**config.mk**
```make
export PLATFORM = sky130hd
export DESIGN_NAME = elevator_trip_scheduler_flat
export DESIGN_NICKNAME = d
export VERILOG_FILES = /design/src/rtl/elevator_trip_if.sv /design/src/rtl/elevator_trip_scheduler.sv /design/src/flat_wrapper.sv
export SDC_FILE = /design/constraint.sdc
export NUM_CORES = 1
export LEC_CHECK = 0
export CORE_UTILIZATION = 60
export CTS_CLUSTER_DIAMETER = 30
export DETAILED_ROUTE_END_ITERATION = 6
export PLACE_DENSITY = 0.82
export SLEW_MARGIN = 20
export SYNTH_ARGS = -nofsm -noshare
export SYNTH_HDL_FRONTEND = slang
export SYNTH_SLANG_ARGS = --single-unit
```
**constraint.sdc**
```tcl
create_clock -name i_clk -period 9.68 [get_ports i_clk]
set_input_delay 2.42 -clock i_clk [delete_from_list [all_inputs] [get_ports i_clk]]
set_output_delay 2.42 -clock i_clk [all_outputs]
set_load 0.01 [all_outputs]
```
**src/rtl/elevator_trip_if.sv**
```systemverilog
// Trip request bus from the push-button capture block into the scheduler.
interface elevator_trip_if;
    logic [4:0] req_current;
    logic [4:0] req_dest;
    logic       req_confirm;

    modport master (output req_current, req_dest, req_confirm);
    modport slave  (input  req_current, req_dest, req_confirm);
endinterface

```
**src/rtl/elevator_trip_scheduler.sv**
```systemverilog
// Queues pickup/destination trips and sequences the car: move to pickup, door, move to
// destination, door. Owns the car position register.
module elevator_trip_scheduler #(
    parameter int NUM_FLOORS  = 9,
    parameter int FLOOR_TICKS = 25000000,
    parameter int DOOR_TICKS  = 50000000,
    parameter int FIFO_DEPTH  = 4
) (
    input  logic                               i_clk,
    input  logic                               i_rst_n,
    elevator_trip_if.slave                     i_req,
    output logic [4:0]                         o_car_floor,
    output logic                               o_motor_up,
    output logic                               o_motor_down,
    output logic                               o_door_open,
    output logic                               o_busy,
    output logic                               o_trip_done,
    output logic                               o_req_drop,
    output logic                               o_req_err,
    output logic [$clog2(FIFO_DEPTH+1)-1:0]    o_queue_count
);
    localparam int AW        = $clog2(FIFO_DEPTH);
    localparam int CW        = $clog2(FIFO_DEPTH + 1);
    localparam int MAX_TICKS = (FLOOR_TICKS > DOOR_TICKS) ? FLOOR_TICKS : DOOR_TICKS;
    localparam int TW        = $clog2(MAX_TICKS + 1);

    localparam logic [TW-1:0] FLOOR_LAST = TW'(FLOOR_TICKS - 1);
    localparam logic [TW-1:0] DOOR_LAST  = TW'(DOOR_TICKS - 1);
    localparam logic [4:0]    TOP_FLOOR  = 5'(NUM_FLOORS);
    localparam logic [CW-1:0] DEPTH_C    = CW'(FIFO_DEPTH);

    typedef struct packed {
        logic [4:0] pick;
        logic [4:0] dst;
    } trip_t;

    typedef enum logic [2:0] {
        S_IDLE,
        S_LOAD,
        S_MOVE_PICK,
        S_DOOR_PICK,
        S_MOVE_DST,
        S_DOOR_DST
    } state_t;

    state_t        r_state;
    trip_t         r_mem [FIFO_DEPTH];
    logic [AW-1:0] r_wr_ptr;
    logic [AW-1:0] r_rd_ptr;
    logic [CW-1:0] r_count;
    logic          r_confirm_q;
    logic          r_req_err;
    logic          r_req_drop;

    logic [4:0]    r_car;
    logic [4:0]    r_pick;
    logic [4:0]    r_dst;
    logic [TW-1:0] r_timer;
    logic          r_up;
    logic          r_down;
    logic          r_door;
    logic          r_done;

    logic          w_new;
    logic          w_in_range;
    logic          w_pop;
    logic          w_full;
    logic          w_push;
    trip_t         w_head;
    trip_t         w_wdata;
    logic [4:0]    w_target;

    assign w_new      = i_req.req_confirm & ~r_confirm_q;
    assign w_in_range = (i_req.req_current >= 5'd1) && (i_req.req_current <= TOP_FLOOR) &&
                        (i_req.req_dest    >= 5'd1) && (i_req.req_dest    <= TOP_FLOOR);
    assign w_pop      = (r_state == S_LOAD);
    // A slot freed by this cycle's pop is usable by this cycle's push.
    assign w_full     = (r_count == DEPTH_C) && !w_pop;
    assign w_push     = w_new && w_in_range && !w_full;
    assign w_head     = r_mem[r_rd_ptr];
    assign w_wdata    = '{pick: i_req.req_current, dst: i_req.req_dest};
    assign w_target   = (r_state == S_MOVE_DST) ? r_dst : r_pick;

    always_ff @(posedge i_clk) begin
        if (!i_rst_n) begin
            r_confirm_q <= 1'b0;
            r_wr_ptr    <= '0;
            r_rd_ptr    <= '0;
            r_count     <= '0;
            r_req_err   <= 1'b0;
            r_req_drop  <= 1'b0;
        end else begin
            r_confirm_q <= i_req.req_confirm;
            r_req_err   <= w_new && !w_in_range;
            r_req_drop  <= w_new && w_in_range && w_full;
            if (w_push) r_wr_ptr <= r_wr_ptr + AW'(1);
            if (w_pop)  r_rd_ptr <= r_rd_ptr + AW'(1);
            case ({w_push, w_pop})
                2'b10:   r_count <= r_count + CW'(1);
                2'b01:   r_count <= r_count - CW'(1);
                default: r_count <= r_count;
            endcase
        end
    end

    always_ff @(posedge i_clk) begin
        if (w_push) r_mem[r_wr_ptr] <= w_wdata;
    end

    always_ff @(posedge i_clk) begin
        if (!i_rst_n) begin
            r_state <= S_IDLE;
            r_car   <= 5'd1;
            r_pick  <= 5'd1;
            r_dst   <= 5'd1;
            r_timer <= '0;
            r_up    <= 1'b0;
            r_down  <= 1'b0;
            r_door  <= 1'b0;
            r_done  <= 1'b0;
        end else begin
            r_done <= 1'b0;
            case (r_state)
                S_IDLE: begin
                    if (r_count != '0) r_state <= S_LOAD;
                end
                S_LOAD: begin
                    r_pick  <= w_head.pick;
                    r_dst   <= w_head.dst;
                    r_timer <= '0;
                    r_state <= S_MOVE_PICK;
                end
                S_MOVE_PICK, S_MOVE_DST: begin
                    // Arrival costs one decision cycle with motors already off.
                    if (r_car == w_target) begin
                        r_up    <= 1'b0;
                        r_down  <= 1'b0;
                        r_door  <= 1'b1;
                        r_timer <= '0;
                        r_state <= (r_state == S_MOVE_PICK) ? S_DOOR_PICK : S_DOOR_DST;
                    end else begin
                        r_up   <= (w_target > r_car);
                        r_down <= (w_target < r_car);
                        if (r_timer == FLOOR_LAST) begin
                            r_timer <= '0;
                            r_car   <= (w_target > r_car) ? r_car + 5'd1 : r_car - 5'd1;
                        end else begin
                            r_timer <= r_timer + TW'(1);
                        end
                    end
                end
                S_DOOR_PICK, S_DOOR_DST: begin
                    if (r_timer == DOOR_LAST) begin
                        r_door  <= 1'b0;
                        r_timer <= '0;
                        if (r_state == S_DOOR_PICK) begin
                            r_state <= S_MOVE_DST;
                        end else begin
                            r_state <= S_IDLE;
                            r_done  <= 1'b1;
                        end
                    end else begin
                        r_timer <= r_timer + TW'(1);
                    end
                end
                default: r_state <= S_IDLE;
            endcase
        end
    end

    assign o_car_floor   = r_car;
    assign o_motor_up    = r_up;
    assign o_motor_down  = r_down;
    assign o_door_open   = r_door;
    assign o_busy        = (r_state != S_IDLE) || (r_count != '0);
    assign o_trip_done   = r_done;
    assign o_req_drop    = r_req_drop;
    assign o_req_err     = r_req_err;
    assign o_queue_count = r_count;

    a_motor_excl: assert property (@(posedge i_clk) disable iff (!i_rst_n) !(r_up && r_down));
    a_car_range:  assert property (@(posedge i_clk) disable iff (!i_rst_n)
                                   (r_car >= 5'd1) && (r_car <= TOP_FLOOR));
    a_count_max:  assert property (@(posedge i_clk) disable iff (!i_rst_n) r_count <= DEPTH_C);
endmodule

```
**src/flat_wrapper.sv**
```systemverilog
// flat-port wrapper written by rule: the top's interface ports become plain ports
module elevator_trip_scheduler_flat 
#(
    parameter int NUM_FLOORS  = 9,
    parameter int FLOOR_TICKS = 25000000,
    parameter int DOOR_TICKS  = 50000000,
    parameter int FIFO_DEPTH  = 4
)
  (i_clk, i_rst_n, o_car_floor, o_motor_up, o_motor_down, o_door_open, o_busy, o_trip_done, o_req_drop, o_req_err, o_queue_count, i_req_req_current, i_req_req_dest, i_req_req_confirm);
  elevator_trip_if i_req_i ();
  input  logic i_clk;
  input  logic i_rst_n;
  output logic [4:0] o_car_floor;
  output logic o_motor_up;
  output logic o_motor_down;
  output logic o_door_open;
  output logic o_busy;
  output logic o_trip_done;
  output logic o_req_drop;
  output logic o_req_err;
  output logic [$clog2(FIFO_DEPTH+1)-1:0] o_queue_count;
  input wire logic [$bits(i_req_i.req_current)-1:0] i_req_req_current;
  input wire logic [$bits(i_req_i.req_dest)-1:0] i_req_req_dest;
  input wire logic [$bits(i_req_i.req_confirm)-1:0] i_req_req_confirm;
  assign i_req_i.req_current = i_req_req_current;
  assign i_req_i.req_dest = i_req_req_dest;
  assign i_req_i.req_confirm = i_req_req_confirm;
  elevator_trip_scheduler #(.NUM_FLOORS(NUM_FLOORS), .FLOOR_TICKS(FLOOR_TICKS), .DOOR_TICKS(DOOR_TICKS), .FIFO_DEPTH(FIFO_DEPTH)) u_core (.i_clk(i_clk), .i_rst_n(i_rst_n), .i_req(i_req_i), .o_car_floor(o_car_floor), .o_motor_up(o_motor_up), .o_motor_down(o_motor_down), .o_door_open(o_door_open), .o_busy(o_busy), .o_trip_done(o_trip_done), .o_req_drop(o_req_drop), .o_req_err(o_req_err), .o_queue_count(o_queue_count));
endmodule
```
==> reports/metrics.csv <==
metric;value;unit
drc;0;
setup_violations;0;
synth_cell_types;56;
critPathKind;register to output pin;
pin_count;28;
drtPass1Iterations;5;
rsz0062_at_grt;false;
synth-seq-cells;98;
worst_pin_slew;0.719;ns
core;0.00737;mm2
worstSkewPairLatency;0.37;ns
synth_edf_count;40;
slew_viol_final;0;
ir_worst_vdd;0.000127;V
grt_pass1_vias;3230;
cts_tree;yes;
dp_hpwl;6480;um
min_period;4.69;ns
numCtsBuffers;9;
grt_max_degree;44;
clk_pin_slew_worst_paths;0.11;ns
n_antenna_cell;0;
post_cts_buffers;0;
drt-wirelength-per-cell;16.5;um
vias_per_cell;6.16;
io_buffers;27;
die_x;90.2;um
hold_viol_final;0;
status;completed;
r2r_start;u_core.r_state[1]$_SDFFE_PN0P_;
async_flop_share;0;
tns;0;ns
syn-cell-area;0.00467;mm2
leakage;0.00183;uW
period_share;0.484;
max_cap_viol_count;0;
crit_fanout;15;
finalPower;1090;uW
h-tree-depth;3;
slew-limit-headroom;0.520;
cp.arrival;2.27;ns
cts_hold_buffers;0;
die_h;90.2;um
ys_seq_area_frac;0.506;
worst_clock_skew;0.0137;ns
drive_gt1_frac;0.0830;
r2r_cells;15;
synth-main-ff-cell;dfxtp_1;
drtAntennaViolNets;0;
antenna_found_initial;0;
final-seq-area;0.00236;mm2
hold_start;u_core.r_dst[4]$_SDFFE_PN0P_;
hold_class;register to register;
startpoint_type;register;
cts_root_buf;clkbuf_8;
syn_to_final_growth;10.7;%
synth_fp_nets;475;
timing.fmax;0.213;GHz
fillers;542;
cts_buffer_depth;2;
hold_path_end;u_core.r_dst[4]$_SDFFE_PN0P_;
r2r-end;u_core.o_car_floor[4]$_SDFFE_PN0P_;
grt_overflow;0;
synth_cells;447;
fp.dieArea;0.00814;mm2
multi_input_area;0.00216;mm2
holdPathStages;2;
critical_path_required;7.26;ns
synth_area_per_cell;10.4;um2
grt_pass1_wl;15700;um
cts_sinks;98;
end_kind;output pin;
yosys_warnings;0;
gp_congestion;0.892;
drtIter0Drc;246;
r2r_setup_slack;5.64;ns
power.density;211;mW/mm2
core.rowCount;31;
final_nets;493;
start_util;0.633;
drt_wl_total;9370;um
grtUsageTotal;0.241;
ctsResizeCount;0;
whs;0.461;ns
vias;3504;
## final cells by class
| type | instances | share of cell area |
|---|---|---|
| clock buffers | 9 | 0.0240 |
| clock inverters | 7 | 0.0143 |
| inverters | 13 | 0.00944 |
| multi-input cells | 315 | 0.418 |
| flip-flops and latches | 98 | 0.457 |
| well taps | 99 | 0.0240 |
| repair buffers | 28 | 0.0537 |
## synth_stat cells (12+ instances only)
library cell,number,share of area
o21ai_0,12,0.013
nor2_1,33,0.027
ha_1,13,0.035
and3_1,16,0.021
nand3_1,20,0.021
a31oi_1,13,0.017
clkbuf_1,12,0.0096
nand2_1,53,0.043
inv_1,12,0.0096
a21oi_1,30,0.032
edfxtp_1,40,0.26
dfxtp_1,58,0.25
## how the worst max path moves through the flow
stage,endpoint,start,slack [ns],depth (start not counted)
finish,o_busy,u_core.r_state[0]$_SDFFE_PN0P_,4.99,3
global route,o_busy,u_core.r_state[0]$_SDFFE_PN0P_,4.93,3
CTS,u_core.r_timer[23]$_SDFFE_PN0P_,i_rst_n,4.83,6
detailed placement,u_core.r_timer[23]$_SDFFE_PN0P_,i_rst_n,4.45,6
global placement,u_core.r_timer[23]$_SDFFE_PN0P_,i_rst_n,4.57,6
floorplan,u_core.o_queue_count[2]$_SDFFE_PN0P_,i_req_req_dest[1],5.54,8
## layer usage
layer,part of all wire,vias up,track usage
li1,-,1696,-
met1,0.46,1661,0.339
met2,0.46,128,0.376
met3,0.065,19,0.0381
met4,0.019,0,0.0887
met5,0,-,0
## report_power, final
part | internal [uW] | switching [uW] | leakage (uW) | total (uW)
registers | 457 | 39.3 | 0.000830 | 496
clock network | 103 | 161 | 0.000102 | 264
logic | 160 | 172 | 0.000897 | 332
## registers in the layout, summed over array words and instances, names as in the netlist
register / flops
u_core.o_queue_count: 3
u_core.r_confirm_q: 1
u_core.r_dst: 5
u_core.r_state: 3
u_core.r_rd_ptr: 2
u_core.o_req_drop: 1
u_core.o_car_floor: 5
u_core.o_trip_done: 1
u_core.o_motor_down: 1
u_core.o_motor_up: 1
u_core.o_door_open: 1
u_core.r_mem: 40
u_core.r_wr_ptr: 2
u_core.r_timer: 26
u_core.o_req_err: 1
u_core.r_pick: 5
## cells by family (layout without fill, tap and decap cells)
kind of cell,after synthesis,count (layout),share of synthesized area
simple gates,181,181,0.202
flops,98,98,0.506
compound gates,88,88,0.124
buf+inv,34,57,0.0322
mux,23,23,0.0775
fa+ha+maj,15,15,0.0434
xor+xnor,8,8,0.0150
## critical path: stages, from the launching register on
cell,delay [ns]
dfxtp_1,0.46
or3_1,0.48
or4_1,0.46
clkdlybuf4s50_1,0.51
## metrics by stage
| stage | worst slack (ns) | area (um2) | std cells | util |
|---|---|---|---|---|
| floorplan | 5.54 | 4670 | 447 | - |
| global placement | 4.57 | 4970 | 553 | 0.674 |
| detailed placement | 4.45 | 4970 | 553 | 0.674 |
| CTS | 4.83 | 5170 | 569 | 0.701 |
| global route | 4.93 | 5170 | 569 | 0.702 |
| finish | 4.99 | 5170 | 569 | 0.702 |
## placed cells by master (no fill, tap or decap), drive strengths merged, types with 3 or more instances in the layout
| master | synthesis | final |
|---|---|---|
| inv | 13 | 19 |
| ha | 13 | 13 |
| a31oi | 13 | 13 |
| nand2b | 10 | 10 |
| mux2i | 8 | 8 |
| o21ai | 13 | 13 |
| nand2 | 53 | 53 |
| xnor2 | 5 | 5 |
| nand3 | 20 | 20 |
| mux2 | 5 | 5 |
| nor3 | 5 | 5 |
| and2 | 4 | 4 |
| a21o | 9 | 9 |
| a21oi | 30 | 30 |
| or4 | 6 | 6 |
| clkbuf | 12 | 9 |
| and3 | 16 | 16 |
| xor2 | 3 | 3 |
| nand4 | 9 | 9 |
| mux4 | 10 | 10 |
| edfxtp | 40 | 40 |
| nand3b | 3 | 3 |
| dfxtp | 58 | 58 |
| and4 | 5 | 5 |
| nor2 | 33 | 33 |
| a22o | 6 | 6 |
| or3 | 4 | 4 |
| clkdlybuf4s50 | 0 | 27 |
| nor4 | 3 | 3 |
Note: power is estimated with default switching activity, not from simulation.
